==> src/rtl/forwarding_hazard_unit.sv <==
// ---------------------------------------------------------------------------
// forwarding_hazard_unit
//
// Operand-forwarding and load-use hazard control for a 5-stage MIPS pipeline.
// The unit keeps its own copy of the destination register, write-enable and
// load flag for the instructions now in EXE (_p1) and MEM (_p2). It compares
// the decoding instruction's sources against them and registers the
// resulting forwarding selects across the ID/EXE boundary. The selects
// therefore hold steady for the whole EXE cycle of the instruction.
//
// Ports
//   clk, rst          rising-edge clock, synchronous active-high reset
//   freeze            global hold: state and outputs keep their value,
//                     and stall is held low
//   flush             squash the instruction in ID into a bubble
//   fwd_en            0 disables forwarding: selects stay 0 and the unit
//                     stalls on any RAW hazard
//   id_src1/2         source registers of the instruction in ID
//   id_use_src1/2     the instruction reads src1 / src2
//   id_is_imm         ALU operand 2 is an immediate
//   id_is_store       store instruction; src2 supplies the store data
//   id_dest           destination register
//   id_wb_en          instruction writes the register file
//   id_mem_read       instruction is a load
//   ALU_src1/2        EXE operand select: 0 register, 1 ALU_Result_MEM,
//                     2 Result_WB
//   Store_Value_sel   EXE store-data select, same encoding
//   stall             combinational hold for PC and IF/ID
// ---------------------------------------------------------------------------
module forwarding_hazard_unit #(
  parameter int REG_ADDR_LEN = 5
) (
  input  logic                    clk,
  input  logic                    rst,
  input  logic                    freeze,
  input  logic                    flush,
  input  logic                    fwd_en,
  input  logic [REG_ADDR_LEN-1:0] id_src1,
  input  logic [REG_ADDR_LEN-1:0] id_src2,
  input  logic                    id_use_src1,
  input  logic                    id_use_src2,
  input  logic                    id_is_imm,
  input  logic                    id_is_store,
  input  logic [REG_ADDR_LEN-1:0] id_dest,
  input  logic                    id_wb_en,
  input  logic                    id_mem_read,
  output logic [1:0]              ALU_src1,
  output logic [1:0]              ALU_src2,
  output logic [1:0]              Store_Value_sel,
  output logic                    stall
);

  localparam logic [1:0] SEL_REG = 2'd0;
  localparam logic [1:0] SEL_MEM = 2'd1;
  localparam logic [1:0] SEL_WB  = 2'd2;

  // RAW match of one source against one tracked stage. Register 0 is
  // hard-wired to zero, so it never matches.
  function automatic logic raw_hit(
    input logic                    use_src,
    input logic                    stage_wb,
    input logic [REG_ADDR_LEN-1:0] stage_dest,
    input logic [REG_ADDR_LEN-1:0] src
  );
    return use_src && stage_wb && (stage_dest == src) && (src != '0);
  endfunction

  // The EXE producer is younger than the MEM producer, so its value wins.
  function automatic logic [1:0] fwd_sel(
    input logic en,
    input logic hit_exe,
    input logic hit_mem
  );
    logic [1:0] sel;
    sel = SEL_REG;
    if (en) begin
      if (hit_exe)
        sel = SEL_MEM;
      else if (hit_mem)
        sel = SEL_WB;
    end
    return sel;
  endfunction

  // Tracked pipeline state: _p1 = instruction in EXE, _p2 = instruction in MEM
  logic [REG_ADDR_LEN-1:0] dest_p1;
  logic                    wb_p1;
  logic                    load_p1;
  logic [REG_ADDR_LEN-1:0] dest_p2;
  logic                    wb_p2;
  logic [1:0]              alu_src1_p1;
  logic [1:0]              alu_src2_p1;
  logic [1:0]              store_sel_p1;

  // ID-stage (_p0) combinational decisions
  logic       use2_alu_p0;
  logic       use2_any_p0;
  logic       h1_exe_p0;
  logic       h1_mem_p0;
  logic       h2a_exe_p0;
  logic       h2a_mem_p0;
  logic       h2s_exe_p0;
  logic       h2s_mem_p0;
  logic       h2_exe_p0;
  logic       h2_mem_p0;
  logic       stall_raw_p0;
  logic       stall_p0;
  logic       bubble_p0;
  logic [1:0] alu_src1_p0;
  logic [1:0] alu_src2_p0;
  logic [1:0] store_sel_p0;

  // ---- ID stage: hazard detection and select computation ----
  always_comb begin
    use2_alu_p0  = id_use_src2 && !id_is_imm;
    // Store data is a real read of src2 even when the ALU takes an immediate.
    use2_any_p0  = id_use_src2 || id_is_store;

    h1_exe_p0    = raw_hit(id_use_src1, wb_p1, dest_p1, id_src1);
    h1_mem_p0    = raw_hit(id_use_src1, wb_p2, dest_p2, id_src1);
    h2a_exe_p0   = raw_hit(use2_alu_p0, wb_p1, dest_p1, id_src2);
    h2a_mem_p0   = raw_hit(use2_alu_p0, wb_p2, dest_p2, id_src2);
    h2s_exe_p0   = raw_hit(id_is_store, wb_p1, dest_p1, id_src2);
    h2s_mem_p0   = raw_hit(id_is_store, wb_p2, dest_p2, id_src2);
    h2_exe_p0    = raw_hit(use2_any_p0, wb_p1, dest_p1, id_src2);
    h2_mem_p0    = raw_hit(use2_any_p0, wb_p2, dest_p2, id_src2);

    alu_src1_p0  = fwd_sel(fwd_en, h1_exe_p0, h1_mem_p0);
    alu_src2_p0  = fwd_sel(fwd_en, h2a_exe_p0, h2a_mem_p0);
    store_sel_p0 = fwd_sel(fwd_en, h2s_exe_p0, h2s_mem_p0);

    // With forwarding only a load in EXE is too late to forward from;
    // without forwarding every producer still in flight blocks the read.
    if (fwd_en)
      stall_raw_p0 = load_p1 && (h1_exe_p0 || h2_exe_p0);
    else
      stall_raw_p0 = h1_exe_p0 || h1_mem_p0 || h2_exe_p0 || h2_mem_p0;

    stall_p0  = stall_raw_p0 && !flush && !freeze;
    bubble_p0 = stall_p0 || flush;
  end

  // ---- ID/EXE and EXE/MEM boundary ----
  always_ff @(posedge clk) begin
    if (rst) begin
      dest_p1      <= '0;
      wb_p1        <= 1'b0;
      load_p1      <= 1'b0;
      dest_p2      <= '0;
      wb_p2        <= 1'b0;
      alu_src1_p1  <= SEL_REG;
      alu_src2_p1  <= SEL_REG;
      store_sel_p1 <= SEL_REG;
    end else if (!freeze) begin
      dest_p2 <= dest_p1;
      wb_p2   <= wb_p1;
      dest_p1 <= id_dest;
      if (bubble_p0) begin
        wb_p1        <= 1'b0;
        load_p1      <= 1'b0;
        alu_src1_p1  <= SEL_REG;
        alu_src2_p1  <= SEL_REG;
        store_sel_p1 <= SEL_REG;
      end else begin
        wb_p1        <= id_wb_en;
        load_p1      <= id_mem_read;
        alu_src1_p1  <= alu_src1_p0;
        alu_src2_p1  <= alu_src2_p0;
        store_sel_p1 <= store_sel_p0;
      end
    end
  end

  assign ALU_src1        = alu_src1_p1;
  assign ALU_src2        = alu_src2_p1;
  assign Store_Value_sel = store_sel_p1;
  assign stall           = stall_p0;

endmodule

==> config.mk <==
export PLATFORM = sky130hd
export DESIGN_NAME = forwarding_hazard_unit
export DESIGN_NICKNAME = d
export VERILOG_FILES = /design/src/rtl/forwarding_hazard_unit.sv
export SDC_FILE = /design/constraint.sdc
export NUM_CORES = 1
export LEC_CHECK = 0
export CORE_AREA = 2 2 80 51
export DETAILED_ROUTE_END_ITERATION = 6
export DIE_AREA = 0 0 82 53
export GPL_ROUTABILITY_DRIVEN = 1
export PLACE_DENSITY_LB_ADDON = 0.08
export SLEW_MARGIN = 20
export SYNTH_ARGS = -nofsm -noshare
export SYNTH_HDL_FRONTEND = slang
export SYNTH_SLANG_ARGS = --single-unit
==> constraint.sdc <==
create_clock -name clk -period 2.2 [get_ports clk]
set_input_delay 0.44 -clock clk [delete_from_list [all_inputs] [get_ports clk]]
set_output_delay 0.44 -clock clk [all_outputs]
set_load 0.02 [all_outputs]
# Word level (Yosys, flattened, before mapping)
# Cells that the tools add are included.
classes:
  n_eq_ne: 4
  n_mux: 15
  reduce_logical: 39
ops:
  columns: ["operator", "n"]
  rows:
  - ["1-bit logical AND", 28]
  - ["2-bit two-way mux", 12]
  - ["5-bit equality test", 4]
  - ["5-bit nonzero test", 2]
  - ["1-bit logical OR", 6]
  - ["1-bit logical NOT", 3]
  - ["1-bit two-way mux", 3]
totals:
  ff_bits: 19
  inputBits: 26
  out_inout_bits: 7
  word_cells: 66

# Logic depth before layout (Yosys ltp)
# Gate-level depths: netlist of the first run.
logic_depth:
  word_depth: 11
  ltp_mapped: 5
  mapped_depth_nobuf: 5

# Worst setup path after synthesis of the first run
# Ideal clock, no wire load.
synth_timing:
  kind: "input-to-output"
  start: "input id_src1[1]"
  end: "output stall"
  arrival_time_ns: 1.677
  t_required_ns: 1.760
  path_slack_ns: 0.083
  cell_stages: 5
  n_path_buf: 0
  path_cell_list: "or4_4 > o21ai_2 > nand4b_1 > a41oi_1 > o21a_1"
synth_via:
  elab_chain_len: 9
  elab_cells_between_ends: 15
  classes_between: "eq/ne (2); mux (1); reduce/logical (12)"
synth_rtl:
  columns: ["element", "line_no", "rtl"]
  rows:
  - ["start: declaration", "38", "input logic [REG_ADDR_LEN-1:0] id_src1,"]
  - ["5-bit equality test", "65", "return use_src && stage_wb && (stage_dest == src) && (src != '0);"]
  - ["1-bit logical AND (2 in a row)", "65", null]
  - ["1-bit logical OR (3 in a row)", "137", "stall_raw_p0 = h1_exe_p0 || h1_mem_p0 || h2_exe_p0 || h2_mem_p0;"]
  - ["1-bit two-way mux *", "134", "if (fwd_en)"]
  - ["1-bit logical AND * (2 in a row)", "139", "stall_p0 = stall_raw_p0 && !flush && !freeze;"]
  - ["end: declaration", "50", "output logic stall"]
# Every way passes the cells marked *; elsewhere a longest branch is shown, timed or not.

# Final worst setup path of the first run
layout_timing:
  start: "input id_src2[1]"
  end: "output stall"
layout_via:
  elab_chain_len: 8
  elab_cells_between_ends: 14
  classes_between: "eq/ne (2); mux (1); reduce/logical (11)"
layout_rtl:
  columns: ["element", "line_no", "rtl"]
  rows:
  - ["start: declaration", "39", "input logic [REG_ADDR_LEN-1:0] id_src2,"]
  - ["5-bit equality test", "65", null]
  - ["1-bit logical AND (2 in a row)", "65", null]
  - ["1-bit logical OR (on tied branches)", "137, 135", null]
  - ["1-bit logical OR or 1-bit logical AND (tied branches)", "137, 135", null]
  - ["1-bit two-way mux *", "134", null]
  - ["1-bit logical AND * (2 in a row)", "139", null]
# Marks and branches as above.

==> results of run 1 <==
-- per-layer routing --
metal,track usage (%),up-vias
met3,4.95,4
met2,25.6,22
met1,21.2,525
met4,4.17,0
li1,-,567
met5,0,-
-- cell type report --
class                   count  area, um^2  area share (%)
clock buffers               3        41.3            2.27
clock inverters             1        5.00           0.275
inverters                   1        3.75           0.206
multi-input cells          91         724            39.8
flip-flops and latches     19         384            21.1
well taps                  47        58.8            3.23
repair buffers             73         604            33.2
-- cells in the final DEF, fill, tap and decap left out, types with 3 or more instances in the layout --
cell type and instances:
buf_2 5, buf_4 41, buf_6 4, clkbuf_8 3, clkdlybuf4s50_1 19, dfxtp_1 16, dfxtp_2 3, mux2i_1 11
nand2_1 8, nor2_1 17, xnor2_1 11, xor2_1 8
-- power breakdown --
part	leakage (nW)	switching, mW	internal, mW	total [mW]
clock network	0.0255	0.111	0.126	0.237
logic	0.569	0.0716	0.104	0.176
registers	0.156	0.0129	0.355	0.368
total	0.750	0.195	0.585	0.781
-- registers in the layout, summed over array words and instances (netlist names) --
name / flops
dest_p1: 5
load_p1: 1
ALU_src1: 2
ALU_src2: 2
wb_p1: 1
wb_p2: 1
dest_p2: 5
Store_Value_sel: 2
-- path summary, 6_finish.rpt --
| path | start | to | cells after the start |
|---|---|---|---|
| worst max-delay path | id_src2[1] | stall | 7 |
| worst min register to register | ALU_src2[1]$_SDFFE_PP0N_ | ALU_src2[1]$_SDFFE_PP0N_ | 2 |
| worst max register to register | dest_p2[0]$_SDFFE_PP0N_ | Store_Value_sel[1]$_SDFFE_PP0N_ | 12 |
| worst min-delay path | ALU_src2[1]$_SDFFE_PP0N_ | ALU_src2[1]$_SDFFE_PP0N_ | 2 |
-- worst max-delay path: cells and delay by family --
family / cells / cell delay [ns]
AND/OR/NAND/NOR: 2 / 0.66
AO/OA/AOI/OAI: 3 / 0.50
buffers and inverters: 2 / 0.35
-- per-stage QoR --
step / setup WS, ns / area [um^2] / hold slack (ns) / power (mW)
after global routing: -0.253 / 1820 / 0.499 / 0.827
after CTS: -0.200 / 1780 / 0.468 / 0.786
after floorplan: 0.0834 / 1050 / 0.484 / 0.439
after global placement: -0.961 / 1640 / 0.454 / 0.537
after detailed placement: -0.964 / 1640 / 0.456 / 0.539
final: -0.190 / 1820 / 0.467 / 0.781
-- what timing repair did --
item	CTS	global route
pin swaps	13	16
resized for setup	50	14
endpoints found under the setup margin	4	3
endpoints found under the hold margin	0	0
setup buffers	10	2
cloned	0	0
-- logic make-up after synthesis --
| family | share of synthesized area [%] |
|---|---|
| flops | 36.3 |
| buf+inv | 1.91 |
| xor+xnor | 16.7 |
| simple gates | 21.7 |
| mux | 10.5 |
| compound gates | 12.8 |
==> flow_summary_export.csv, run 1 <==
group,metric,value,unit
place,place_hpwl,2360,um
synth,syn_area_per_cell,9.11,um^2
grt,grt_pass1_wl,5030,um
sta,fin_ws,-0.190,ns
sta,finClkSkew,0.00132,ns
synth,syn_inst,115,
worst_setup_path,crit_arrival,1.95,ns
clock_tree,clk_pin_slew,0.07,ns
job,cap_viol_max_count,0,
worst_setup_path,cp-end-kind,"primary output",
clock_tree,cts_max_path_buffers,2,
hold_path,worstHoldPathType,"flop to flop",
layout,final_util,51.0,%
sta,slew_violations,0,
synth,synth_enable_flop_cells,0,
layout,nNetsFinal,215,
synth,yosysUniqueCellTypes,31,
worst_setup_path,slowest_delay,0.47,ns
layout,instances_no_fill,235,
layout,diodes,0,
synth,ys.warnings.count,0,
synth,synth.most_common_cell,"dfxtp_1",
worst_setup_path,r2r_setup_slack,0.16,ns
sta,setup_violations,1,
clock_tree,clk_latency,0.25,ns
synth,ys_ff_latch,19,
synth,synthTopCellsByArea,"dfxtp_1 36%, mux2i_1 11%, xnor2_1 10%",
synth,async_flop_share,0,%
detailed_routing,dr.pass1.iters,4,
grt,grt_pass1_vias,1057,
detailed_routing,wl_met3,136,um
synth,ys.flop_type,"dfxtp_1",
synth,synth-seq-area-share,36.3,%
synth,synth.cell_area,1050,um^2
clock_tree,cts_max_level,1,
place,place.gp.congestion,0.808,
clock_tree,cts_buffers,3,
worst_setup_path,path_cells,"clkdlybuf4s15_1, or4_4, o22ai_4, or3_4, a41oi_4, o21a_1, buf_6",
detailed_routing,routedLengthMet1,1580,um
synth,synthTopCellsByCount,"19 x dfxtp_1, 17 x nor2_1, 12 x xnor2_1",
detailed_routing,drt_wl_total,3120,um
floorplanning,rows,17,
detailed_routing,wl_met2,1370,um
floorplanning,io_pins,33,
floorplanning,die_y,53,um
sta,tightest_slew,0.275,ns
grt,grt_max_degree,20,
clock_tree,cts_root_buffer,"clkbuf_8",
place,dpl.cell_count,220,
power_and_ir_drop,worst_ir_drop_vdd,231,uV
sta,slew_headroom,81.5,%
detailed_routing,drt_iter0_drc,40,
clock_tree,cts_tree,"done",
place,port-buffer-count,32,
floorplanning,core-area,3570,um^2
worst_setup_path,path_class,"input pin to primary output",
synth,synth_top_area_share,36.3,%
synth,synth_area_leader_cell,"dfxtp_1",
sta,setup-tns-final,-0.190,ns
detailed_routing,wl_per_cell,13.3,um
grt,grt-ovfl-total,0,
detailed_routing,num_vias,1118,
worst_setup_path,critPathLaunchType,"input pin",
layout,fill_cells,334,
power_and_ir_drop,power.leakage,0.750,nW
detailed_routing,antenna_left,0,
clock_tree,cts_sinks,19,
clock_tree,hold_buffers,0,
floorplanning,die_area,4350,um^2
floorplanning,initial_core_util,29.3,%
power_and_ir_drop,powerDensity,428,nW/um^2
sta,fin_crit_sh,109,%
worst_setup_path,critical_path_required,1.76,ns
worst_setup_path,crit_path_top_delay_cell,"or4_4",
grt,grt_use_total,16.1,%
status,violations,"negative setup slack",
worst_setup_path,critPathMaxFanout,3,
sta,rsz0062_at_grt,"true",
sta,hold_viol,0,
synth,synthesis.nets,141,
layout,area_growth_syn_to_layout,74.0,%
grt,antenna_found_initial,0,
detailed_routing,route.detailed.drc,0,
sta,period_needed,2.39,ns
floorplanning,dieWidth,82,um
status,status,"finished with violations",
layout,drive_above_1_share,38.3,%
detailed_routing,highest_layer,"met4",
sta,max_freq,418,MHz
detailed_routing,vias_per_cell,4.76,
(Power assumes the default switching activity.)
==> inputs of run 2 (changes only) <==
--- a/config.mk
+++ b/config.mk
@@ -10,6 +10,7 @@
 export DIE_AREA = 0 0 82 53
 export GPL_ROUTABILITY_DRIVEN = 1
 export PLACE_DENSITY_LB_ADDON = 0.08
+export RECOVER_POWER = 100
 export SLEW_MARGIN = 20
 export SYNTH_ARGS = -nofsm -noshare
 export SYNTH_HDL_FRONTEND = slang
==> flow_summary_export.csv, run 2 (synthesized netlist as in run 1, its figures left out) <==
group,metric,value,unit
status,status,"finished with violations",
status,violations,"negative setup slack",
clock_tree,cts_root_buffer,"clkbuf_8",
floorplanning,die_area,4350,um^2
power_and_ir_drop,power.leakage,0.767,nW
hold_path,worstHoldPathType,"flop to flop",
floorplanning,io_pins,33,
floorplanning,initial_core_util,29.3,%
worst_setup_path,path_class,"input pin to primary output",
layout,final_common_cell,"buf_4",
sta,hold_viol,0,
floorplanning,core-area,3570,um^2
layout,reg.largest.list,"dest_p1 (5), dest_p2 (5)",
clock_tree,clk_pin_slew,0.07,ns
grt,grt_pass1_vias,1057,
grt,grt_max_degree,20,
clock_tree,cts_tree,"done",
job,cap_viol_max_count,0,
power_and_ir_drop,swShare,25.1,%
detailed_routing,vias_per_cell,4.77,
worst_setup_path,critical_path_required,1.76,ns
layout,drive_above_1_share,37.8,%
detailed_routing,wl_met2,1370,um
worst_setup_path,critPathLaunchType,"input pin",
power_and_ir_drop,worst_ir_drop_vdd,231,uV
clock_tree,cts_buffers,3,
floorplanning,dieWidth,82,um
worst_setup_path,critPathMaxFanout,3,
grt,grt_pass1_wl,5030,um
sta,rsz0062_at_grt,"true",
layout,diodes,0,
clock_tree,cts_max_level,1,
detailed_routing,num_vias,1120,
sta,hold_ws,0.464,ns
power_and_ir_drop,switchingPower,0.195,mW
clock_tree,clk_latency,0.25,ns
floorplanning,rows,17,
detailed_routing,route.detailed.drc,0,
place,place_hpwl,2360,um
sta,slew_headroom,63.9,%
place,port-buffer-count,32,
layout,layout_common_cells,"39 x buf_4, 17 x nor2_1, 16 x dfxtp_1, 12 x clkdlybuf4s50_1",
clock_tree,cts_sinks,19,
sta,setup_violations,1,
sta,fin_crit_sh,109,%
sta,fin_ws,-0.190,ns
power_and_ir_drop,pwr-share-clk,30.4,%
detailed_routing,wl_met3,139,um
layout,fill_cells,335,
power_and_ir_drop,powerDensity,429,nW/um^2
power_and_ir_drop,comb_power_share,22.4,%
detailed_routing,drt_iter0_drc,41,
layout,nNetsFinal,215,
detailed_routing,wl_per_cell,13.3,um
clock_tree,cts_max_path_buffers,2,
place,place.gp.congestion,0.808,
grt,grt_use_total,16.1,%
detailed_routing,routedLengthMet1,1580,um
sta,tightest_slew,0.542,ns
grt,antenna_found_initial,0,
sta,slew_violations,0,
sta,max_freq,418,MHz
clock_tree,hold_buffers,0,
layout,final_util,50.8,%
detailed_routing,antenna_left,0,
layout,area_growth_syn_to_layout,73.4,%
worst_setup_path,cp-end-kind,"primary output",
power_and_ir_drop,pwr-share-seq,47.2,%
detailed_routing,highest_layer,"met4",
grt,grt-ovfl-total,0,
floorplanning,die_y,53,um
detailed_routing,drt_wl_total,3120,um
worst_setup_path,crit_arrival,1.95,ns
sta,finClkSkew,0.00132,ns
detailed_routing,dr.pass1.iters,4,
sta,period_needed,2.39,ns
power_and_ir_drop,internal_power,0.584,mW
-- run 2: cell count changes in the layout (fill, tap and decap cells not counted), sizes merged --
cell	before	now
clkdlybuf4s50	19	12
clkbuf	4	6
dlygate4sd3	0	7
buf	50	48
-- run 2: worst max-delay path, cell delays in order --
cell	delay, ns
clkdlybuf4s15_1	0.22
or4_4	0.47
o22ai_4	0.18
or3_4	0.19
a41oi_4	0.12
o21a_1	0.20
buf_6	0.13
-- run 2: final cells by class --
cell class | count | area (um^2) | share of cell area, %
clock buffers | 3 | 41.3 | 2.27
well taps | 47 | 58.8 | 3.24
inverters | 1 | 3.75 | 0.207
repair buffers | 73 | 598 | 32.9
clock inverters | 1 | 5.00 | 0.276
multi-input cells | 91 | 724 | 39.9
flip-flops and latches | 19 | 384 | 21.2
-- run 2: timing repair --
item | CTS | global route
cloned | 0 | 0
pin swaps | 13 | 16
gates resized for setup | 50 | 14
endpoints found under the setup margin | 4 | 3
buffers inserted | 10 | 2
-- run 2: stage by stage --
step / std cells / area, um^2 / worst slack (ns) / TNS (ns) / power [mW]
2_1_floorplan: 115 / 1050 / 0.0834 / 0 / 0.439
3_3_place_gp: 220 / 1640 / -0.961 / -1.97 / 0.537
3_5_place_dp: 220 / 1640 / -0.964 / -2.07 / 0.539
4_1_cts: 234 / 1780 / -0.200 / -0.286 / 0.786
5_1_grt: 235 / 1820 / -0.253 / -0.253 / 0.825
6_report: 235 / 1820 / -0.190 / -0.190 / 0.779
-- run 2: layer usage --
metal  vias up  GRT usage [%]
li1        566              -
met1       526           21.2
met2        24           25.6
met3         4           4.95
met4         0           4.17
met5         -              0
-- run 2: final timing paths --
| check | start | to | slack, ns | depth (start not counted) |
|---|---|---|---|---|
| max | id_src2[1] | stall | -0.19 | 7 |
| min | ALU_src2[1]$_SDFFE_PP0N_ | ALU_src2[1]$_SDFFE_PP0N_ | 0.46 | 2 |
| max reg2reg | dest_p2[0]$_SDFFE_PP0N_ | Store_Value_sel[1]$_SDFFE_PP0N_ | 0.16 | 12 |
| min reg2reg | ALU_src2[1]$_SDFFE_PP0N_ | ALU_src2[1]$_SDFFE_PP0N_ | 0.46 | 2 |
-- run 2: power groups by stage --
stage / clock network, mW / registers, mW / logic, mW
3_5_place_dp: 0 / 0.375 / 0.164
4_1_cts: 0.249 / 0.367 / 0.170
5_1_grt: 0.267 / 0.369 / 0.188
6_report: 0.237 / 0.368 / 0.174
2_1_floorplan: 0 / 0.372 / 0.0666
3_3_place_gp: 0 / 0.375 / 0.162
==> inputs of run 3 (changes only) <==
--- a/config.mk
+++ b/config.mk
@@ -5,9 +5,10 @@
 export SDC_FILE = /design/constraint.sdc
 export NUM_CORES = 1
 export LEC_CHECK = 0
-export CORE_AREA = 2 2 80 51
+export ABC_AREA = 1
+export CORE_AREA = 2 2 83 53
 export DETAILED_ROUTE_END_ITERATION = 6
-export DIE_AREA = 0 0 82 53
+export DIE_AREA = 0 0 85 55
 export GPL_ROUTABILITY_DRIVEN = 1
 export PLACE_DENSITY_LB_ADDON = 0.08
 export RECOVER_POWER = 100
==> flow_summary_export.csv, run 3 <==
group,metric,value,unit
synth,synth_compound_area_share,12.5,%
worst_setup_path,critPathLaunchType,"input pin",
clock_tree,cts_root_buffer,"clkbuf_8",
power_and_ir_drop,powerDensity,459,nW/um^2
detailed_routing,antenna_left,0,
clock_tree,cts_sinks,19,
sta,max_freq,484,MHz
layout,final_common_cell,"nand2_1",
layout,area_growth_syn_to_layout,47.9,%
worst_setup_path,path_cells,"dlygate4sd2_1, inv_2, nand2_1, nand2_1, nand3_1, nor2_2, nand2_1, nand2_1, nand2_1, nand2_2, nand2_4, inv_2, buf_6",
synth,synth_xor_area_share,6.13,%
synth,ys.warnings.count,0,
layout,nNetsFinal,258,
sta,hold_viol,0,
detailed_routing,wl_met2,1300,um
floorplanning,io_pins,33,
synth,yosys.area_share.simple,39.5,%
detailed_routing,vias_per_cell,4.37,
detailed_routing,dr.pass1.iters,4,
worst_setup_path,path_common_cell,"nand2_1",
floorplanning,core-area,3940,um^2
power_and_ir_drop,pwr-share-clk,31.2,%
detailed_routing,routedLengthMet1,1680,um
sta,tightest_slew,0.280,ns
synth,synth_top_family_by_area,"simple AND/OR/NAND/NOR gates",
sta,fin_crit_sh,93.9,%
job,cap_viol_max_count,0,
synth,ys_ff_latch,19,
power_and_ir_drop,pwr-share-seq,48.0,%
detailed_routing,route.detailed.drc,0,
worst_setup_path,cp_top_family,"simple AND/OR/NAND/NOR gates",
synth,synthTopCellsByCount,"50 x nand2_1, 30 x nor2_1, 19 x dfxtp_1",
synth,synthAdderAreaFrac,0,%
clock_tree,cts_tree,"done",
layout,final_util,42.9,%
worst_setup_path,slowest_delay,0.27,ns
clock_tree,hold_buffers,0,
synth,synth.most_common_cell,"nand2_1",
clock_tree,cts_max_level,1,
floorplanning,die_area,4680,um^2
grt,antenna_found_initial,0,
synth,synthesis.nets,206,
synth,async_flop_share,0,%
layout,drive_above_1_share,17.7,%
sta,rsz0062_at_grt,"false",
detailed_routing,drt_wl_total,3100,um
floorplanning,initial_core_util,29.0,%
sta,setup_violations,0,
synth,synth_area_leader_cell,"dfxtp_1",
hold_path,worstHoldPathType,"flop to flop",
grt,grt_use_total,13.9,%
layout,layout_common_cells,"50 x nand2_1, 26 x nor2_1, 19 x dfxtp_1, 18 x buf_4, 15 x nand3_1",
power_and_ir_drop,comb_power_share,20.9,%
layout,reg.largest.list,"dest_p1 (5), dest_p2 (5)",
synth,syn_area_per_cell,6.35,um^2
grt,grt-ovfl-total,0,
synth,syn_inst,180,
layout,instances_no_fill,281,
floorplanning,dieWidth,85,um
power_and_ir_drop,swShare,27.0,%
power_and_ir_drop,internal_power,0.566,mW
place,place.gp.congestion,0.816,
worst_setup_path,cp-end-kind,"primary output",
power_and_ir_drop,switchingPower,0.209,mW
detailed_routing,highest_layer,"met3",
worst_setup_path,critical_path_required,1.76,ns
sta,setup-tns-final,0,ns
synth,ys.flop_type,"dfxtp_1",
power_and_ir_drop,power.leakage,0.760,nW
status,status,"finished, final reports clean",
worst_setup_path,cp_num_buf_inv,4,
synth,synth-seq-area-share,33.3,%
sta,period_needed,2.06,ns
clock_tree,clk_latency,0.25,ns
detailed_routing,drt_iter0_drc,51,
worst_setup_path,path_class,"input pin to primary output",
sta,slew_violations,0,
floorplanning,die_y,55,um
sta,finClkSkew,0.00134,ns
worst_setup_path,crit_arrival,1.62,ns
power_and_ir_drop,worst_ir_drop_vdd,228,uV
place,place_hpwl,2460,um
synth,yosysUniqueCellTypes,23,
synth,synth_enable_flop_cells,0,
detailed_routing,num_vias,1229,
synth,synth_top_area_share,33.3,%
place,port-buffer-count,32,
synth,synth.cell_area,1140,um^2
grt,grt_pass1_vias,1052,
synth,synth_mux_area_share,0,%
floorplanning,rows,18,
clock_tree,cts_buffers,3,
clock_tree,cts_max_path_buffers,2,
sta,slew_headroom,81.3,%
synth,synthTopCellsByArea,"dfxtp_1 33%, nand2_1 16%, nor2_1 9.9%",
worst_setup_path,crit_path_top_delay_cell,"dlygate4sd2_1",
clock_tree,clk_pin_slew,0.07,ns
grt,grt_pass1_wl,4950,um
layout,diodes,0,
detailed_routing,wl_per_cell,11.0,um
worst_setup_path,critPathMaxFanout,4,
detailed_routing,wl_met3,121,um
place,dpl.cell_count,268,
grt,grt_max_degree,27,
run 3: changes by cell type in the layout (fill, tap and decap cells not counted), sizes merged, moves of 11 or more:
cell / delta
buf: -29
nand3: +17
inv: +18
mux2i: -11
nand2: +44
nor2: +14
run 3: final cells by class:
class | instances | area (um^2)
timing repair buffer | 52 | 455
multi-input combinational | 137 | 674
tap | 50 | 62.6
clock buffer | 4 | 45.0
sequential | 19 | 380
inverter | 19 | 71.3
fill | 415 | 2250
run 3: cells by family (layout without fill, tap and decap cells):
kind of cell / after synthesis / count (layout)
AOI/OAI and AO/OA: 24 / 24
xor gates and xnor gates: 8 / 8
buffers and inverters: 24 / 75
DFF: 19 / 19
and+or+nand+nor: 105 / 105
run 3: routing by layer:
layer / GRT usage, % / vias up
met2: 21.1 / 25
met4: 3.97 / 0
met1: 19.4 / 527
met3: 3.86 / 0
met5: 0 / -
li1: - / 677
run 3: power by group through the flow:
stage	Sequential (mW)	Clock [mW]	Combinational, mW
after floorplan	0.375	0	0.0847
after global placement	0.379	0	0.161
after detailed placement	0.379	0	0.162
after CTS	0.371	0.257	0.160
after global routing	0.374	0.275	0.179
final	0.372	0.241	0.162
run 3: path summary, 6_finish.rpt:
check / from / endpoint / slack [ns] / cells after the start
min: load_p1$_SDFFE_PP0N_ / load_p1$_SDFFE_PP0N_ / 0.46 / 2
max reg2reg: dest_p1[0]$_SDFFE_PP0N_ / ALU_src1[0]$_SDFFE_PP0N_ / 0.33 / 13
max: id_src2[3] / stall / 0.14 / 13
min reg2reg: load_p1$_SDFFE_PP0N_ / load_p1$_SDFFE_PP0N_ / 0.46 / 2
run 3: through the flow:
step	total power, mW	area (um^2)	hold slack (ns)	worst slack (ns)
6_report	0.775	1690	0.461	0.135
4_1_cts	0.788	1680	0.464	0.0918
5_1_grt	0.828	1690	0.484	0.0138
3_5_place_dp	0.541	1580	0.452	-0.630
3_3_place_gp	0.541	1580	0.454	-0.621
2_1_floorplan	0.460	1140	0.441	0.517
run 3: worst reg2reg max path: cells and delay by family, from the launching register on:
| family | cells | cell delay [ns] |
|---|---|---|
| buffers and inverters | 6 | 0.71 |
| and+or+nand+nor | 6 | 0.60 |
| DFF | 1 | 0.39 |
| AOI/OAI and AO/OA | 1 | 0.12 |
run 3: repair_timing:
item                       in CTS  in global routing
pin swaps                      11                  6
gates resized for setup        19                 10
setup endpoints to repair       1                  1
buffers inserted                9                  0
==> edit (config.mk and constraints of run 3) <==
Change the parameter `REG_ADDR_LEN` from 5 to 6.
--- a/src/rtl/forwarding_hazard_unit.sv
+++ b/src/rtl/forwarding_hazard_unit.sv
@@ -30,3 +30,3 @@
 module forwarding_hazard_unit #(
-  parameter int REG_ADDR_LEN = 5
+  parameter int REG_ADDR_LEN = 6
 ) (
Interface: changed (resized id_dest, id_src1 and id_src2); port bits go from 33 to 36. The function was not compared with the original's and may differ.
==> edit against run 3 <==
- setup slack got worse by 0.010 ns
- design area increased by 12%
- total power increased by 13%
- sequential cell count increased by 2
- non-clock buffer count increased by 6
- routed wire length increased by 14%
- first-iteration DRC count increased by 61%
- clock power increased by 11%
- area after synthesis increased by 13%
- combinational power increased by 20%
- largest power group unchanged
- maximum frequency decreased by 0.49%
- via count increased by 12%
- worst hold slack improved by 0.0059 ns
==> edit: results (changes against run 3) <==
| Metric | Value |
|---|---|
| Synth Warn # | 0 (unchanged) |
| Sequential-to-total area share from yosys stat | 32.5% (-0.83 points) |
| Nets | 297 (+15%) |
| CTS Buffer Depth | 2 (unchanged) |
| Synthesized Nets | 239 (+16%) |
| Outcome | completed |
| CTS Buf Count | 3 (unchanged) |
| Synth area leaders | dfxtp_1 (32%), nand2_1 (19%), nor2_1 (9.6%) |
| Power share of the sequential group | 47.1% (-0.9 points) |
| Clock skew | 0.00343 ns (+0.00209 ns) |
| Iter 0 DRT Violations | 82 (+61%) |
| Placed Instance Area | 1810 um^2 (+14%) |
| LEAKAGE | 0.875 nW (+15%) |
| Placer congestion estimate | 0.812 (-0.44%) |
| Hold path startpoint | ALU_src2[0]$_SDFFE_PP0N_ |
| Drt pass-1 iters | 4 (unchanged) |
| Yosys cell types | 22 (-4.3%) |
| Post-DP HPWL | 2680 um (+9.1%) |
| Maximum vdd ir drop | 191 uV (-16%) |
| Worst setup path start | id_src2[4] |
| Share of post-route cells with drive strength above 1 | 15.7% (-2.0 points) |
| Clk Latency, worst-skew pair | 0.27 ns (+0.02 ns) |
| Post-DR wirelength/cell | 11.1 um (+0.92%) |
| Largest net degree at the start of global routing | 32 (+19%) |
| Seq power | 413 uW (+11%) |
| R2R Path Start | dest_p1[5]$_SDFFE_PP0N_ |
| Flop2flop setup slack | 0.17 ns (-0.16 ns) |
| Initial antenna violation count | 0 (unchanged) |
| Post-synth top cells | nand2_1 (66), nor2_1 (33), inv_1 (24), dfxtp_1 (21), nand3_1 (13) |
| Largest registers | dest_p1 (6), dest_p2 (6) |
| Period utilization | 94.3% (+0.46 points) |
| Vias/cell | 4.35 (-0.54%) |
| Relative slew margins | 59.5% (-22 points) |
| Clock-net power | 268 uW (+11%) |
| CTS root buf | clkbuf_8 |
| GRT Total Usage | 16.3% (+2.4 points) |
| Postcts setup bufs | 5 (-4) |
| First-pass GRT wire length | 5740 um (+16%) |
| Post-cts resize count | 21 (+2) |
| CP max FO | 4 (unchanged) |
| Switch share | 29.1% (+2.1 points) |
| Vias in the first global route | 1229 (+17%) |
| Number of port buffers | 35 (+9.4%) |
| Worst slack at placement | -0.651 ns (-0.0203 ns) |
| CTS H-tree lvls | 1 (unchanged) |
==> edit: cell count changes after synthesis, moves of 2 or more <==
cell,before,now
nor2_1,30,33
o21ai_0,4,0
dfxtp_1,19,21
inv_1,18,24
xnor2_1,5,8
nand2_1,50,66
a211oi_1,8,11
nand3_1,15,13
==> edit: per-layer routing <==
layer	routed length, um	track usage, %	share of wire, %
met4	0	4.50	0
met3	183	4.15	5.2
met5	0	0	0
met1	2070	25.1	59
met2	1280	21.9	36
==> edit: final cells by class <==
type / count / area (um^2)
repair buffers: 58 / 507
inverters: 26 / 97.6
clock buffers: 4 / 45.0
multi-input cells: 158 / 764
well taps: 50 / 62.6
fillers: 416 / 2040
flip-flops and latches: 21 / 422
==> edit: final timing paths <==
path,endpoint,cells after the start
min,ALU_src2[0]$_SDFFE_PP0N_,2
min reg2reg,ALU_src2[0]$_SDFFE_PP0N_,2
max,stall,13
max reg2reg,ALU_src1[0]$_SDFFE_PP0N_,14
==> edit: per-stage QoR <==
step | instances | hold slack (ns)
2_1_floorplan | 210 | 0.441
3_3_place_gp | 306 | 0.459
3_5_place_dp | 306 | 0.459
4_1_cts | 315 | 0.471
5_1_grt | 317 | 0.478
6_report | 317 | 0.467
==> edit: logic make-up after synthesis <==
group | after synthesis | share of synthesized area [%]
xor+xnor | 10 | 6.76
buf+inv | 31 | 9.08
simple gates | 124 | 40.3
compound gates | 24 | 11.4
flops | 21 | 32.5
==> edit: worst max-delay path: stages <==
cell           delay, ns
dlygate4sd2_1       0.29
inv_1               0.07
nand2_1             0.05
nand2_1             0.06
nand2_1             0.05
nor2_1              0.12
nand3_1             0.10
nand2_1             0.08
nand2_1             0.06
nand2_2             0.09
nand2_4             0.05
inv_1               0.06
buf_6               0.11
